--- src/rtl/mem_arbiter_pkg.sv ---
// Shared constants and types for the two-port memory arbiter.
// Port ids double as the last_grant encoding and the response-tag owner field.
package mem_arbiter_pkg;

    localparam logic PORT_A = 1'b0;
    localparam logic PORT_B = 1'b1;

    typedef struct packed {
        logic valid;
        logic port;
    } tag_t;

    localparam tag_t TAG_IDLE = '{valid: 1'b0, port: PORT_A};

endpackage

--- src/rtl/mem_arbiter_rr_arb2.sv ---
// Two-way grant logic with a last-grant register: round-robin or fixed A priority.
// Latency: grants are combinational in the request cycle; last_grant updates on the following edge.
// Backpressure: a requester that loses simply sees no grant and must hold its request.
module rr_arb2
    import mem_arbiter_pkg::*;
#(
    parameter int FIXED_PRIO = 0
) (
    input  logic clk,
    input  logic rst,
    input  logic req_a,
    input  logic req_b,
    output logic gnt_a,
    output logic gnt_b
);

    logic last_grant;
    logic prefer_a;

    // In fixed mode A always takes a conflict; otherwise A wins only if B went last.
    assign prefer_a = (FIXED_PRIO != 0) || (last_grant == PORT_B);

    always_comb begin
        gnt_a = 1'b0;
        gnt_b = 1'b0;
        if (!rst) begin
            gnt_a = req_a && (!req_b || prefer_a);
            gnt_b = req_b && (!req_a || !prefer_a);
        end
    end

    always_ff @(posedge clk) begin
        if (rst) begin
            last_grant <= PORT_B;
        end else if (gnt_a) begin
            last_grant <= PORT_A;
        end else if (gnt_b) begin
            last_grant <= PORT_B;
        end
    end

endmodule

--- src/rtl/mem_arbiter.sv ---
// Shares one single-port synchronous memory between ports A and B, one access per cycle.
// Latency: request accepted at T, memory op at T+1, x_rvalid/x_rdata at T+2 (writes return the written word).
// Backpressure: x_ready is the combinational grant; the losing port holds its request until granted.
module mem_arbiter
    import mem_arbiter_pkg::*;
#(
    parameter int ADDR_WIDTH = 6,
    parameter int DATA_WIDTH = 16,
    parameter int FIXED_PRIO = 0
) (
    input  logic                  clk,
    input  logic                  rst,
    input  logic                  a_req,
    input  logic                  a_we,
    input  logic [ADDR_WIDTH-1:0] a_addr,
    input  logic [DATA_WIDTH-1:0] a_wdata,
    output logic                  a_ready,
    output logic                  a_rvalid,
    output logic [DATA_WIDTH-1:0] a_rdata,
    input  logic                  b_req,
    input  logic                  b_we,
    input  logic [ADDR_WIDTH-1:0] b_addr,
    input  logic [DATA_WIDTH-1:0] b_wdata,
    output logic                  b_ready,
    output logic                  b_rvalid,
    output logic [DATA_WIDTH-1:0] b_rdata,
    output logic                  mem_we,
    output logic [ADDR_WIDTH-1:0] mem_addr,
    output logic [DATA_WIDTH-1:0] mem_data,
    input  logic [DATA_WIDTH-1:0] mem_out
);

    logic                  gnt_a;
    logic                  gnt_b;
    logic                  xfer;
    logic                  sel_we;
    logic [ADDR_WIDTH-1:0] sel_addr;
    logic [DATA_WIDTH-1:0] sel_wdata;
    logic                  we_q;
    tag_t                  tag_q [2];

    rr_arb2 #(
        .FIXED_PRIO(FIXED_PRIO)
    ) u_arb (
        .clk   (clk),
        .rst   (rst),
        .req_a (a_req),
        .req_b (b_req),
        .gnt_a (gnt_a),
        .gnt_b (gnt_b)
    );

    assign a_ready = gnt_a;
    assign b_ready = gnt_b;
    assign xfer    = gnt_a || gnt_b;

    always_comb begin
        sel_we    = a_we;
        sel_addr  = a_addr;
        sel_wdata = a_wdata;
        if (gnt_b) begin
            sel_we    = b_we;
            sel_addr  = b_addr;
            sel_wdata = b_wdata;
        end
    end

    // Issue registers: address/data hold when idle, only the write enable drops.
    always_ff @(posedge clk) begin
        if (rst) begin
            we_q     <= 1'b0;
            mem_addr <= '0;
            mem_data <= '0;
        end else begin
            we_q <= xfer && sel_we;
            if (xfer) begin
                mem_addr <= sel_addr;
                mem_data <= sel_wdata;
            end
        end
    end

    // A write already registered when reset arrives must not reach the memory.
    assign mem_we = we_q && !rst;

    always_ff @(posedge clk) begin
        if (rst) begin
            tag_q[0] <= TAG_IDLE;
            tag_q[1] <= TAG_IDLE;
        end else begin
            tag_q[0] <= '{valid: xfer, port: (gnt_b ? PORT_B : PORT_A)};
            tag_q[1] <= tag_q[0];
        end
    end

    assign a_rvalid = tag_q[1].valid && (tag_q[1].port == PORT_A);
    assign b_rvalid = tag_q[1].valid && (tag_q[1].port == PORT_B);
    assign a_rdata  = mem_out;
    assign b_rdata  = mem_out;

endmodule

--- config.mk ---
export PLATFORM = sky130hd
export DESIGN_NAME = mem_arbiter
export DESIGN_NICKNAME = d
export VERILOG_FILES = /design/src/rtl/mem_arbiter_pkg.sv /design/src/rtl/mem_arbiter_rr_arb2.sv /design/src/rtl/mem_arbiter.sv
export SDC_FILE = /design/constraint.sdc
export NUM_CORES = 1
export LEC_CHECK = 0
export CAP_MARGIN = 20
export CORE_MARGIN = 2
export CORE_UTILIZATION = 29
export DETAILED_ROUTE_END_ITERATION = 10
export GPL_ROUTABILITY_DRIVEN = 1
export PLACE_DENSITY = 0.76
export REMOVE_ABC_BUFFERS = 1
export SLEW_MARGIN = 20
export SYNTH_ARGS = -nofsm -noshare
export SYNTH_HDL_FRONTEND = slang
export SYNTH_HIERARCHICAL = 1
export SYNTH_SLANG_ARGS = --single-unit
--- constraint.sdc ---
create_clock -name clk -period 1.3 [get_ports clk]
set_input_delay 0.195 -clock clk [delete_from_list [all_inputs] [get_ports clk]]
set_output_delay 0.195 -clock clk [all_outputs]
set_load 0.01 [all_outputs]
==> results by group <==
Min path
  – Sink of the worst hold path: b_rdata[10]
  – Min-delay worst type: input port to primary output
  – Hold Path Depth: 0
  – Worst Hold Launch: mem_out[10]

Power and ir drop
  – Pwr dens: 832 nW/µm²
  – Combinational power share: 0.298
  – LEAKAGE: 0.989 nW
  – Clk pwr share: 0.230
  – VDD IR max: 0.000412 V
  – Sw frac: 0.258
  – Total power draw: 0.00204 W
  – Sequential share of power: 0.472
  – Int Pwr: 0.00151 W
  – Sw Pwr: 0.000525 W

Global route
  – Total Routing Usage GR: 0.155
  – Vias in the first global route: 1340
  – Largest net degree at the start of global routing: 25
  – Antenna violations before repair: 0
  – Wire length of the first global-routing pass: 7020 µm
  – Total gr overflow: 0

Setup path
  – CP bufs+invs: 2
  – Setup Crit Path Kind: flip-flop to flip-flop
  – Worst-path fanout max: 7
  – Reg2reg end: mem_data[3]
  – Cells along the critical path: nor2b_4 -> nor3_4 -> buf_6 -> buf_12 -> mux2i_1 -> a211oi_1
  – Worst Setup End Kind: flip-flop
  – R2R Setup Slk: -0.06 ns
  – Cell family with most CP delay: flip-flops
  – R2R depth: 6
  – WP data arrival: 1.51 ns
  – CP max-delay cell: dfxtp_4
  – Reg2Reg Launch Point: u_arb/last_grant
  – Critical Path Source Type: flip-flop
  – Worst path max stage delay: 0.39 ns
  – Crit path required time: 1.46 ns

STA
  – Final setup fails: 10
  – Final hold violation count: 0
  – Worst slew pin tran: 0.234 ns
  – Layout Skew: 0.00875 ns
  – Peak Freq: 0.737 GHz
  – Tmin final: 1.36 ns
  – Final period utilization: 1.04
  – Post-route setup slack: -0.0571 ns
  – Relative slew slack: 0.843
  – Max-slew violations: 0
  – Unrepaired setup endpoints after global routing: true

Yosys
  – Post-synth top area cell: dfxtp_1
  – Cell Area, Synth: 1520 µm²
  – Syn Inst Count: 154
  – Share of the yosys chip area belonging to registers: 0.370
  – Synth warn: 6
  – Main area contributors after synthesis: dfxtp_1 (37%), buf_4 (16%), mux2i_1 (15%)
  – Synth top area share: 0.370
  – Synth unique cells: 20
  – Syn_area_per_cell: 9.84 µm²
  – #FFs+latches synth: 28

Status
  – Failing checks: setup timing
  – Run status: finished with violations

Layout
  – Nets: 279
  – # diodes: 0
  – Syn-to-layout area delta: 61.4%
  – Fill count: 501
  – Layout cells sized above 1: 0.261

Clock tree
  – Clk_lat worst skew: 0.27 ns
  – Htree depth: 1
  – CTS Hold Bufs: 0
  – Root buffer cell: clkbuf_8
  – CTS tree: built
  – TritonCTS Buffers: 3
  – # clock sinks: 28
  – Clock Path Buffers: 2
  – Worst-path clk slew: 0.10 ns

Floorplan
  – Die width: 76.3 µm
  – Die H: 76.3 µm
  – Full die area: 5820 µm²
  – Core box area: 5070 µm²
  – Site Rows: 26
  – Starting Density: 0.299
  – # IOs: 125

Placement
  – Port bufs: 76
  – Placement Setup Slack: -0.657 ns
  – Hpwl dp: 3330 µm
  – GP Congestion: 0.723

Route
  – DRT iter0 DRCs: 27
  – Post-route antenna net violation count: 0
  – Via-to-Cell Ratio: 4.57
  – Vias: 1284
  – Routed WL: 4710 µm
  – Drt drc: 0
  – TritonRoute pass-1 iters: 3
  – Routed len/inst: 16.8 µm

Job
  – Max_cap viols: 0
## final cells by class
type,count,area (µm²),share of cell area
clock buffer,3,41.3,0.0169
inverter,3,13.8,0.00563
tap,70,87.6,0.0358
sequential,28,564,0.231
timing repair buffer,96,967,0.395
multi-input combinational,81,772,0.316
## worst max-delay path by stage
stage,startpoint,endpoint,slack [ns],depth (start not counted)
3_5_place_dp,a_req,a_ready,-0.66,4
2_1_floorplan,u_arb/last_grant,mem_addr[0],-2.20,4
3_3_place_gp,a_req,a_ready,-0.61,4
6_report,u_arb/last_grant,mem_data[3],-0.06,6
5_1_grt,u_arb/last_grant,mem_data[3],-0.12,6
4_1_cts,u_arb/last_grant,a_ready,-0.09,4
## through the flow
step                setup TNS (ns)  utilization  hold slack [ns]  cell area (µm²)  cells
floorplan                   -54.21            -            0.260             1190    112
global placement            -15.18        0.426            0.390             2160    271
detailed placement          -16.14        0.426            0.390             2160    271
CTS                         -0.794        0.461            0.382             2340    281
global route                 -1.56        0.482            0.387             2450    281
finish                      -0.169        0.482            0.390             2450    281
## synthesized netlist by cell type
cell      instances
nand3b_1          1
nor2b_2           1
nor2_1            3
mux2i_1          22
a21oi_1           1
dfxtp_1          28
nand2_1           1
a211oi_1         21
buf_4            32
a211o_1           1
and2_1            1
nor2b_1          26
a211oi_2          2
inv_1             3
buf_6             1
buf_2             3
clkbuf_1          3
buf_1             1
nor3_1            1
buf_12            2
## logic make-up (layout without fill, tap and decap cells)
family	Yosys count	count (layout)	synth area share
flops	28	28	0.370
simple gates	34	34	0.135
buf+inv	45	102	0.220
mux	22	22	0.145
compound gates	25	25	0.130
## per-layer routing
metal	wire (µm)	track usage	up-vias
met5	42	0.0727	-
met4	0	0.0218	2
met3	493	0.0889	2
met2	2180	0.241	75
met1	2000	0.185	595
li1	-	-	610
## cells in the final DEF (no fill, tap or decap), types with 2 or more instances in the layout
cell type / netlist / routed
buf_16: 0 / 2
buf_12: 2 / 3
clkdlybuf4s50_1: 0 / 46
nor2b_1: 26 / 22
buf_6: 1 / 3
nor2_1: 3 / 3
a211oi_1: 21 / 10
mux2i_1: 22 / 15
mux2i_4: 0 / 4
a211oi_2: 2 / 12
buf_4: 32 / 12
dlygate4sd2_1: 0 / 27
dfxtp_1: 28 / 27
clkbuf_8: 0 / 3
nor2b_2: 1 / 4
mux2i_2: 0 / 3
## flip-flops by register name, summed over array words and instances (netlist names)
register and cells:
mem_data 16, mem_addr 6, tag_q 4, we_q 1, u_arb/last_grant 1
## power groups by stage
| stage | clock, W | sequential, W | combinational [W] |
|---|---|---|---|
| 2_1_floorplan | 0 | 0.00100 | 0.000160 |
| 3_3_place_gp | 0 | 0.000974 | 0.000530 |
| 3_5_place_dp | 0 | 0.000975 | 0.000536 |
| 4_1_cts | 0.000498 | 0.000956 | 0.000563 |
| 5_1_grt | 0.000527 | 0.000971 | 0.000646 |
| 6_report | 0.000467 | 0.000961 | 0.000607 |
## what timing repair did
action | in CTS | in global routing
buffers inserted | 5 | 0
cloned | 2 | 0
pin swaps | 14 | 12
setup endpoints to repair | 52 | 25
gates resized for setup | 61 | 23
No activity file was read; power rests on OpenSTA's default activity.
